[config.mk]
export PLATFORM = sky130hd
export DESIGN_NAME = stream_rr_arbiter_flat
export DESIGN_NICKNAME = d
export VERILOG_FILES = /design/src/rtl/stream_arb_pkg.sv /design/src/rtl/stream_rr_arbiter_if.sv /design/src/rtl/rr_priority_pick.sv /design/src/rtl/stream_rr_arbiter.sv /design/src/flat_wrapper.sv
export SDC_FILE = /design/constraint.sdc
export NUM_CORES = 1
export LEC_CHECK = 0
export CAP_MARGIN = 20
export CORE_UTILIZATION = 49
export CTS_BUF_LIST = sky130_fd_sc_hd__clkbuf_4 sky130_fd_sc_hd__clkbuf_8
export DETAILED_ROUTE_END_ITERATION = 10
export GPL_ROUTABILITY_DRIVEN = 0
export PLACE_DENSITY = 0.87
export RECOVER_POWER = 100
export REMOVE_ABC_BUFFERS = 1
export SYNTH_ARGS = -nofsm -noshare
export SYNTH_HDL_FRONTEND = slang
export SYNTH_SLANG_ARGS = --single-unit
[constraint.sdc]
create_clock -name i_clock -period 2.45 [get_ports i_clock]
set_clock_uncertainty 0.05 [all_clocks]
set_input_delay 0.49 -clock i_clock [delete_from_list [all_inputs] [get_ports i_clock]]
set_output_delay 0.49 -clock i_clock [all_outputs]
set_load 0.005 [all_outputs]
[src/rtl/stream_arb_pkg.sv]
`default_nettype none
// ============================================================================
// Module : stream_arb_pkg
// Brief  : Shared state encoding and round-robin pick helper for the arbiter.
// Rev    : 1.0  initial release
// ============================================================================
package stream_arb_pkg;

    localparam int unsigned MAX_PORTS = 16;

    typedef enum logic [1:0] {
        ST_IDLE  = 2'b00,
        ST_GRANT = 2'b01,
        ST_HALT  = 2'b11
    } state_t;

    // Index of the first set bit of req at or after ptr, wrapping at n.
    function automatic logic [3:0] rr_pick(
        input logic [MAX_PORTS-1:0] req,
        input logic [3:0]           ptr,
        input int unsigned          n
    );
        logic [3:0] r;
        logic       found;
        r     = 4'd0;
        found = 1'b0;
        for (int unsigned i = 0; i < MAX_PORTS; i++) begin
            int unsigned k;
            k = (32'(ptr) + i) % n;
            if ((i < n) && !found && req[k[3:0]]) begin
                r     = k[3:0];
                found = 1'b1;
            end
        end
        return r;
    endfunction

endpackage
`default_nettype wire

[src/rtl/stream_rr_arbiter_if.sv]
`default_nettype none
// ============================================================================
// Module : stream_rr_arbiter_if
// Brief  : Upstream/downstream stream bundle of the round-robin arbiter.
// Rev    : 1.0  initial release
// ============================================================================
interface stream_rr_arbiter_if #(
    parameter int NUM_PORTS = 4,
    parameter int WIDTH     = 16
);
    localparam int SRC_W = $clog2(NUM_PORTS);

    logic [NUM_PORTS*WIDTH-1:0] i_in_data;
    logic [NUM_PORTS-1:0]       i_in_valid;
    logic [NUM_PORTS-1:0]       i_in_last;
    logic [NUM_PORTS-1:0]       o_in_ready;
    logic [WIDTH-1:0]           o_out_data;
    logic                       o_out_last;
    logic [SRC_W-1:0]           o_out_src;
    logic                       o_out_valid;
    logic                       i_out_ready;

    modport slave (
        input  i_in_data, i_in_valid, i_in_last, i_out_ready,
        output o_in_ready, o_out_data, o_out_last, o_out_src, o_out_valid
    );

    modport master (
        output i_in_data, i_in_valid, i_in_last, i_out_ready,
        input  o_in_ready, o_out_data, o_out_last, o_out_src, o_out_valid
    );
endinterface
`default_nettype wire

[src/rtl/rr_priority_pick.sv]
`default_nettype none
// ============================================================================
// Module : rr_priority_pick
// Brief  : Combinational cyclic priority picker starting at a pointer.
// Rev    : 1.0  initial release
// ============================================================================
module rr_priority_pick
    import stream_arb_pkg::*;
#(
    parameter int NUM_PORTS = 4
) (
    input  logic [NUM_PORTS-1:0]         i_req,
    input  logic [$clog2(NUM_PORTS)-1:0] i_ptr,
    output logic [$clog2(NUM_PORTS)-1:0] o_idx,
    output logic                         o_any
);
    localparam int SRC_W = $clog2(NUM_PORTS);

    logic [MAX_PORTS-1:0] w_req_ext;
    logic [3:0]           w_ptr_ext;
    logic [3:0]           w_pick;

    assign w_req_ext = MAX_PORTS'(i_req);
    assign w_ptr_ext = 4'(i_ptr);
    assign w_pick    = rr_pick(w_req_ext, w_ptr_ext, NUM_PORTS);
    assign o_idx     = SRC_W'(w_pick);
    assign o_any     = |i_req;
endmodule
`default_nettype wire

[src/rtl/stream_rr_arbiter.sv]
`default_nettype none
// ============================================================================
// Module : stream_rr_arbiter
// Brief  : Packet-locked round-robin stream arbiter with registered skid output.
// Rev    : 1.0  initial release
// ============================================================================
module stream_rr_arbiter
    import stream_arb_pkg::*;
#(
    parameter int NUM_PORTS = 4,
    parameter int WIDTH     = 16
) (
    input  wire logic           i_clock,
    input  wire logic           i_reset,
    stream_rr_arbiter_if.slave  bus
);
    localparam int SRC_W = $clog2(NUM_PORTS);

    state_t             r_state, w_state_nxt;
    logic [SRC_W-1:0]   r_grant, w_grant_nxt;
    logic [SRC_W-1:0]   r_rr_ptr, w_rr_ptr_nxt;
    logic [SRC_W-1:0]   w_pick_idx;
    logic               w_pick_any;

    logic               r_main_valid, r_main_last, r_skid_full, r_skid_last;
    logic [WIDTH-1:0]   r_main_data, r_skid_data;
    logic [SRC_W-1:0]   r_main_src, r_skid_src;

    logic [NUM_PORTS-1:0] w_in_ready;
    logic [WIDTH-1:0]     w_beat_data;
    logic                 w_beat_last, w_in_fire, w_out_fire;

    rr_priority_pick #(.NUM_PORTS(NUM_PORTS)) u_pick (
        .i_req (bus.i_in_valid),
        .i_ptr (r_rr_ptr),
        .o_idx (w_pick_idx),
        .o_any (w_pick_any)
    );

    assign w_beat_data = bus.i_in_data[int'(r_grant)*WIDTH +: WIDTH];
    assign w_beat_last = bus.i_in_last[r_grant];
    assign w_in_fire   = (r_state == ST_GRANT) && !r_skid_full && bus.i_in_valid[r_grant];
    assign w_out_fire  = r_main_valid && bus.i_out_ready;

    // Ready comes from registers only, so downstream ready never reaches upstream combinationally.
    always_comb begin
        w_in_ready = '0;
        if ((r_state == ST_GRANT) && !r_skid_full) begin
            w_in_ready[r_grant] = 1'b1;
        end
    end

    always_comb begin
        w_state_nxt  = r_state;
        w_grant_nxt  = r_grant;
        w_rr_ptr_nxt = r_rr_ptr;
        case (r_state)
            ST_IDLE: begin
                if (w_pick_any) begin
                    w_grant_nxt = w_pick_idx;
                    w_state_nxt = ST_GRANT;
                end
            end
            ST_GRANT: begin
                if (w_in_fire && w_beat_last) begin
                    w_rr_ptr_nxt = (r_grant == SRC_W'(NUM_PORTS-1)) ? '0 : r_grant + 1'b1;
                    w_state_nxt  = ST_IDLE;
                end
            end
            ST_HALT: w_state_nxt = ST_IDLE;
            default: w_state_nxt = ST_IDLE;
        endcase
    end

    always_ff @(posedge i_clock) begin
        if (i_reset) begin
            r_state  <= ST_IDLE;
            r_grant  <= '0;
            r_rr_ptr <= '0;
        end else begin
            r_state  <= w_state_nxt;
            r_grant  <= w_grant_nxt;
            r_rr_ptr <= w_rr_ptr_nxt;
        end
    end

    // Main holds the presented beat; skid catches the one beat accepted while main is stalled.
    always_ff @(posedge i_clock) begin
        if (i_reset) begin
            r_main_valid <= 1'b0;
            r_main_data  <= '0;
            r_main_last  <= 1'b0;
            r_main_src   <= '0;
            r_skid_full  <= 1'b0;
            r_skid_data  <= '0;
            r_skid_last  <= 1'b0;
            r_skid_src   <= '0;
        end else begin
            if (w_out_fire) begin
                if (r_skid_full) begin
                    r_main_data <= r_skid_data;
                    r_main_last <= r_skid_last;
                    r_main_src  <= r_skid_src;
                    r_skid_full <= 1'b0;
                end else begin
                    r_main_valid <= 1'b0;
                end
            end
            if (w_in_fire) begin
                if (!r_main_valid || w_out_fire) begin
                    r_main_valid <= 1'b1;
                    r_main_data  <= w_beat_data;
                    r_main_last  <= w_beat_last;
                    r_main_src   <= r_grant;
                end else begin
                    r_skid_full <= 1'b1;
                    r_skid_data <= w_beat_data;
                    r_skid_last <= w_beat_last;
                    r_skid_src  <= r_grant;
                end
            end
        end
    end

    assign bus.o_in_ready  = w_in_ready;
    assign bus.o_out_valid = r_main_valid;
    assign bus.o_out_data  = r_main_data;
    assign bus.o_out_last  = r_main_last;
    assign bus.o_out_src   = r_main_src;
endmodule
`default_nettype wire

[src/flat_wrapper.sv]
// flat-port wrapper written by rule: the top's interface ports become plain ports
module stream_rr_arbiter_flat import stream_arb_pkg::*;
#(
    parameter int NUM_PORTS = 4,
    parameter int WIDTH     = 16
)
  (i_clock, i_reset, bus_i_in_data, bus_i_in_valid, bus_i_in_last, bus_i_out_ready, bus_o_in_ready, bus_o_out_data, bus_o_out_last, bus_o_out_src, bus_o_out_valid);
  stream_rr_arbiter_if #(.NUM_PORTS(NUM_PORTS), .WIDTH(WIDTH)) bus_i ();
  input  wire logic i_clock;
  input  wire logic i_reset;
  input wire logic [$bits(bus_i.i_in_data)-1:0] bus_i_in_data;
  input wire logic [$bits(bus_i.i_in_valid)-1:0] bus_i_in_valid;
  input wire logic [$bits(bus_i.i_in_last)-1:0] bus_i_in_last;
  input wire logic [$bits(bus_i.i_out_ready)-1:0] bus_i_out_ready;
  output wire logic [$bits(bus_i.o_in_ready)-1:0] bus_o_in_ready;
  output wire logic [$bits(bus_i.o_out_data)-1:0] bus_o_out_data;
  output wire logic [$bits(bus_i.o_out_last)-1:0] bus_o_out_last;
  output wire logic [$bits(bus_i.o_out_src)-1:0] bus_o_out_src;
  output wire logic [$bits(bus_i.o_out_valid)-1:0] bus_o_out_valid;
  assign bus_i.i_in_data = bus_i_in_data;
  assign bus_i.i_in_valid = bus_i_in_valid;
  assign bus_i.i_in_last = bus_i_in_last;
  assign bus_i.i_out_ready = bus_i_out_ready;
  assign bus_o_in_ready = bus_i.o_in_ready;
  assign bus_o_out_data = bus_i.o_out_data;
  assign bus_o_out_last = bus_i.o_out_last;
  assign bus_o_out_src = bus_i.o_out_src;
  assign bus_o_out_valid = bus_i.o_out_valid;
  stream_rr_arbiter #(.NUM_PORTS(NUM_PORTS), .WIDTH(WIDTH)) u_core (.i_clock(i_clock), .i_reset(i_reset), .bus(bus_i));
endmodule
==> results.md <==
Outcome:
- The run finished with clean final reports.

Drt:
- Dividing the detail-routed wire length by the instance count gives 15.62 um.
- The detailed router put a total of 2656 um of wire on met1.
- The total detailed-routing wirelength is 6811 um.
- The number of DRC markers in iteration 0 is 171.
- The met2 layer wire length in the routed design is 3652 um.
- The via count is 2516.
- The count of unresolved DRC violations after routing is 0.
- The average via count per standard cell is 5.771.
- The top metal layer carrying routed signals is met4.
- For this run, the detailed router's first-pass iteration total came to 4.
- The met3 routed wirelength is 446 um.
- The post-route antenna net violation count is 0.

Worst hold path:
- In this run the most critical hold path is launched from u_core.r_skid_data[9]$_SDFFE_PP0P_.
- In this run the worst hold path is classified as reg2reg.
- The number of cells on the worst hold path is 2.

Clocking:
- The number of hold-repair buffers added at the cts stage is 0.
- The maximum level of the CTS H-tree is 2.
- The total of cells resized after clock tree synthesis is 0.
- TritonCTS built the clock tree.
- The root buffer cell chosen for the clock tree is clkbuf_8.
- Counting along the longest clock path gives a buffer depth of 2.
- The clock transition at the registers of the reported paths is 80 ps.
- The number of setup buffers added after CTS is 0.
- The total CTS buffers is 5.
- Counting every sink on the clock net gives 45.
- The clock insertion delay at the later pin of the skew report is 300 ps.

Power and ir drop:
- Power spread over the standard cell area amounts to 495.2 nW/um^2.
- The completed layout was analyzed and its total power is 0.001853 W.
- The combinational fraction of design power is 24.9%.
- The internal power of the cells totals 0.001383 W.
- The clock network is responsible for 32.1% of the overall power.
- Per report_power, the sequential group accounts for 43.0% of the total.
- The share of total power consumed by net switching is 25.40%.
- Summed over all cells, the static leakage comes to 1.391 nW.
- The largest vdd supply drop is 0.3300 mV.
- In this run the power spent charging and discharging nets is 0.0004707 W.

Final layout:
- The number of antenna diodes in the final layout is 0.
- The fraction of final layout cells sized beyond drive strength 1 is 17.49%.
- The total number of nets in the final design is 444.
- Relative to the synthesized area, the layout overhead comes to 44.91%.
- The number of standard cells in the final layout excluding fillers is 436.
- The cell area after layout is 3742 um^2.
- The filler cells instantiated in the layout total 382.

Timing:
- The transition at the pin with the smallest max-transition slack is 675.8 ps.
- The number of max-slew violations in the final report is 0.
- The number of failing setup endpoints in the final timing report is 0.
- The fmax is 0.4354 GHz.
- In the finished design, the share of the clock period the worst path needs comes to 93.73%.
- The worst path needs 2296 ps of the cycle, external delays included.
- The number of hold violations in the final report is 0.
- Headroom to the max-slew limit came out at 54.95%.
- Setup repair after global routing left no endpoint under its margin.

Synth:
- After technology mapping, the gate count stands at 272.
- The sequential element share of the synthesized area is 34.88%.
- The count of unique library cells instantiated by Yosys is 39.
- The netlist area before placement is 2582 um^2.
- The number of enable flip-flop cells after synthesis is 0.
- The synthesized area per cell is 9.494 um^2.
- The synthesized design contains 45 register bits.
- The most used flip-flop cell after synthesis is dfxtp_1.
- Counting flops with an async set or reset pin after synthesis yields a share of 0%.
- The Yosys step of the flow raised 0 warnings.

GRT:
- Global routing used 25.35% of the available tracks.
- The first global-routing pass estimated 10810 um of wire.
- The initial antenna violation count is 0.
- The pin count of the biggest net entering global routing is 40.
- The via count of the first global-routing pass is 2494.
- For this run the aggregate overflow at the end of global routing stands at 0.

Job:
- The max-cap check violation count is 0.

Floorplan:
- The height of the die is 74.60 um.
- Pin placement for this block handled 99 I/O pins.
- The area inside the core boundary is 5075 um^2.
- From left edge to right edge, the die measures 74.60 um.
- The floorplan die area is 5564 um^2.
- The row count is 26.
- The initial core utilization is 50.89%.

Critical path:
- In this run the critical register-to-register path is launched from u_core.r_grant[1]$_SDFFE_PP0P_.
- Along the worst path, the maximum fanout reaches 11.
- The data required time of the critical path is 1910 ps.
- The worst setup path startpoint is u_core.r_grant[0]$_SDFFE_PP0P_.
- STA classifies the critical path startpoint as a flop.
- The critical path is of the reg2out type.
- The type of element capturing the critical path is an output port.
- The worst register-to-register path has a depth of 6.
- Data on the critical path arrives at its endpoint at 1760 ps.

Placed design:
- In this run the tool buffered the top-level ports with 98 buffer cells.
- The wire-length estimate of the detail-placed layout is 4991 um.
- The instance area after placement is 3637 um^2.
- The number of placed instances, taps included, is 428.
synthesized netlist by cell type, types with 2 or more instances:
cell type | count | area, um^2
inv_1 | 3 | 11.26
dfxtp_1 | 45 | 900.9
buf_4 | 2 | 15.01
mux4_2 | 17 | 382.9
nand2_1 | 7 | 26.28
buf_6 | 4 | 45.04
buf_2 | 10 | 50.05
mux2_2 | 16 | 180.2
ha_1 | 4 | 50.05
clkbuf_1 | 9 | 33.78
a31o_2 | 2 | 17.52
nor3_1 | 5 | 25.02
o21ai_0 | 27 | 135.1
o21ai_1 | 8 | 40.04
a21oi_1 | 38 | 190.2
nor2_1 | 3 | 11.26
nand3_1 | 34 | 170.2
nor4_1 | 2 | 12.51
o21ai_2 | 2 | 17.52
and2_1 | 5 | 31.28
a211oi_1 | 3 | 22.52
nor2b_1 | 3 | 18.77
mux2i_1 | 7 | 70.07
power groups by stage:
stage                     registers, W  clock network (W)  logic [W]
after floorplan               0.000822                  0   0.000195
after global placement        0.000814                  0   0.000462
after detailed placement      0.000814                  0   0.000476
after CTS                     0.000798           0.000598   0.000479
after global routing          0.000803           0.000630   0.000500
final                         0.000797           0.000594   0.000462
flip-flops by register name, summed over array words and instances, names as in the netlist:
name	flops
u_core.r_skid_full	1
u_core.bus.o_out_data	16
u_core.r_rr_ptr	2
u_core.r_state	1
u_core.bus.o_out_valid	1
u_core.bus.o_out_src	2
u_core.bus.o_out_last	1
u_core.r_skid_last	1
u_core.r_grant	2
u_core.r_skid_src	2
u_core.r_skid_data	16
cell usage in the layout (no fill, tap or decap), drive strengths merged, types with 2 or more instances in the layout:
cell and n:
dfxtp 45, clkbuf 7, and2 5, buf 14, inv 4, nor3 5, clkdlybuf4s50 76, mux2i 7
ha 4, nand3 35, nor4 2, dlygate4sd3 22, a31o 3, o21ai 37, mux2 16, a211oi 3
mux4 17, nor2b 3, nand2 7, a21oi 38, nor2 3
cell families (layout without fill, tap and decap cells):
family,Yosys count,count (layout),synth area share (%)
DFF,45,45,34.88
and+or+nand+nor,65,65,13.28
buffers and inverters,30,124,6.298
adders and majority gates,4,4,1.938
muxes,40,40,24.52
AOI/OAI and AO/OA,88,88,19.09
per-stage QoR:
| stage | TNS [ps] | util, % | hold slack [ps] | setup slack (ps) |
|---|---|---|---|---|
| after floorplan | -7786 | - | 395.1 | -366.2 |
| final | 0 | 73.74 | 429.2 | 153.5 |
| after detailed placement | 0 | 71.67 | 418.1 | 302.7 |
| after global routing | 0 | 73.74 | 452.2 | 67.38 |
| after global placement | 0 | 71.67 | 409.0 | 328.9 |
| after CTS | 0 | 74.04 | 429.6 | 167.4 |
area by class of cell:
cell class | count | area [um^2] | area share, %
Timing Repair Buffer | 112 | 1096 | 29.29
Clock inverter | 1 | 30.03 | 0.8024
Sequential cell | 45 | 902.1 | 24.11
Multi-Input combinational cell | 197 | 1521 | 40.66
Tap cell | 70 | 87.58 | 2.340
Clock buffer | 7 | 90.09 | 2.407
Inverter | 4 | 15.01 | 0.4012
critical path, stage by stage (launching register included):
cell,delay (ps)
dfxtp_2,530
ha_1,250
and2_0,170
clkdlybuf4s50_1,510
worst paths after layout:
| kind | to | slack, ps |
|---|---|---|
| max | bus_o_in_ready[3] | 150 |
| max reg2reg | u_core.bus.o_out_src[1]$_SDFF_PP0_ | 220 |
| min | u_core.r_skid_data[9]$_SDFFE_PP0P_ | 430 |
| min reg2reg | u_core.r_skid_data[9]$_SDFFE_PP0P_ | 430 |
routing by layer:
layer  GRT usage, %  vias up
met5              0        -
met4          6.918        0
met3          5.420        9
met2          46.95       92
met1          29.33     1209
li1               -     1206
Power figures use the tool's default switching activity.
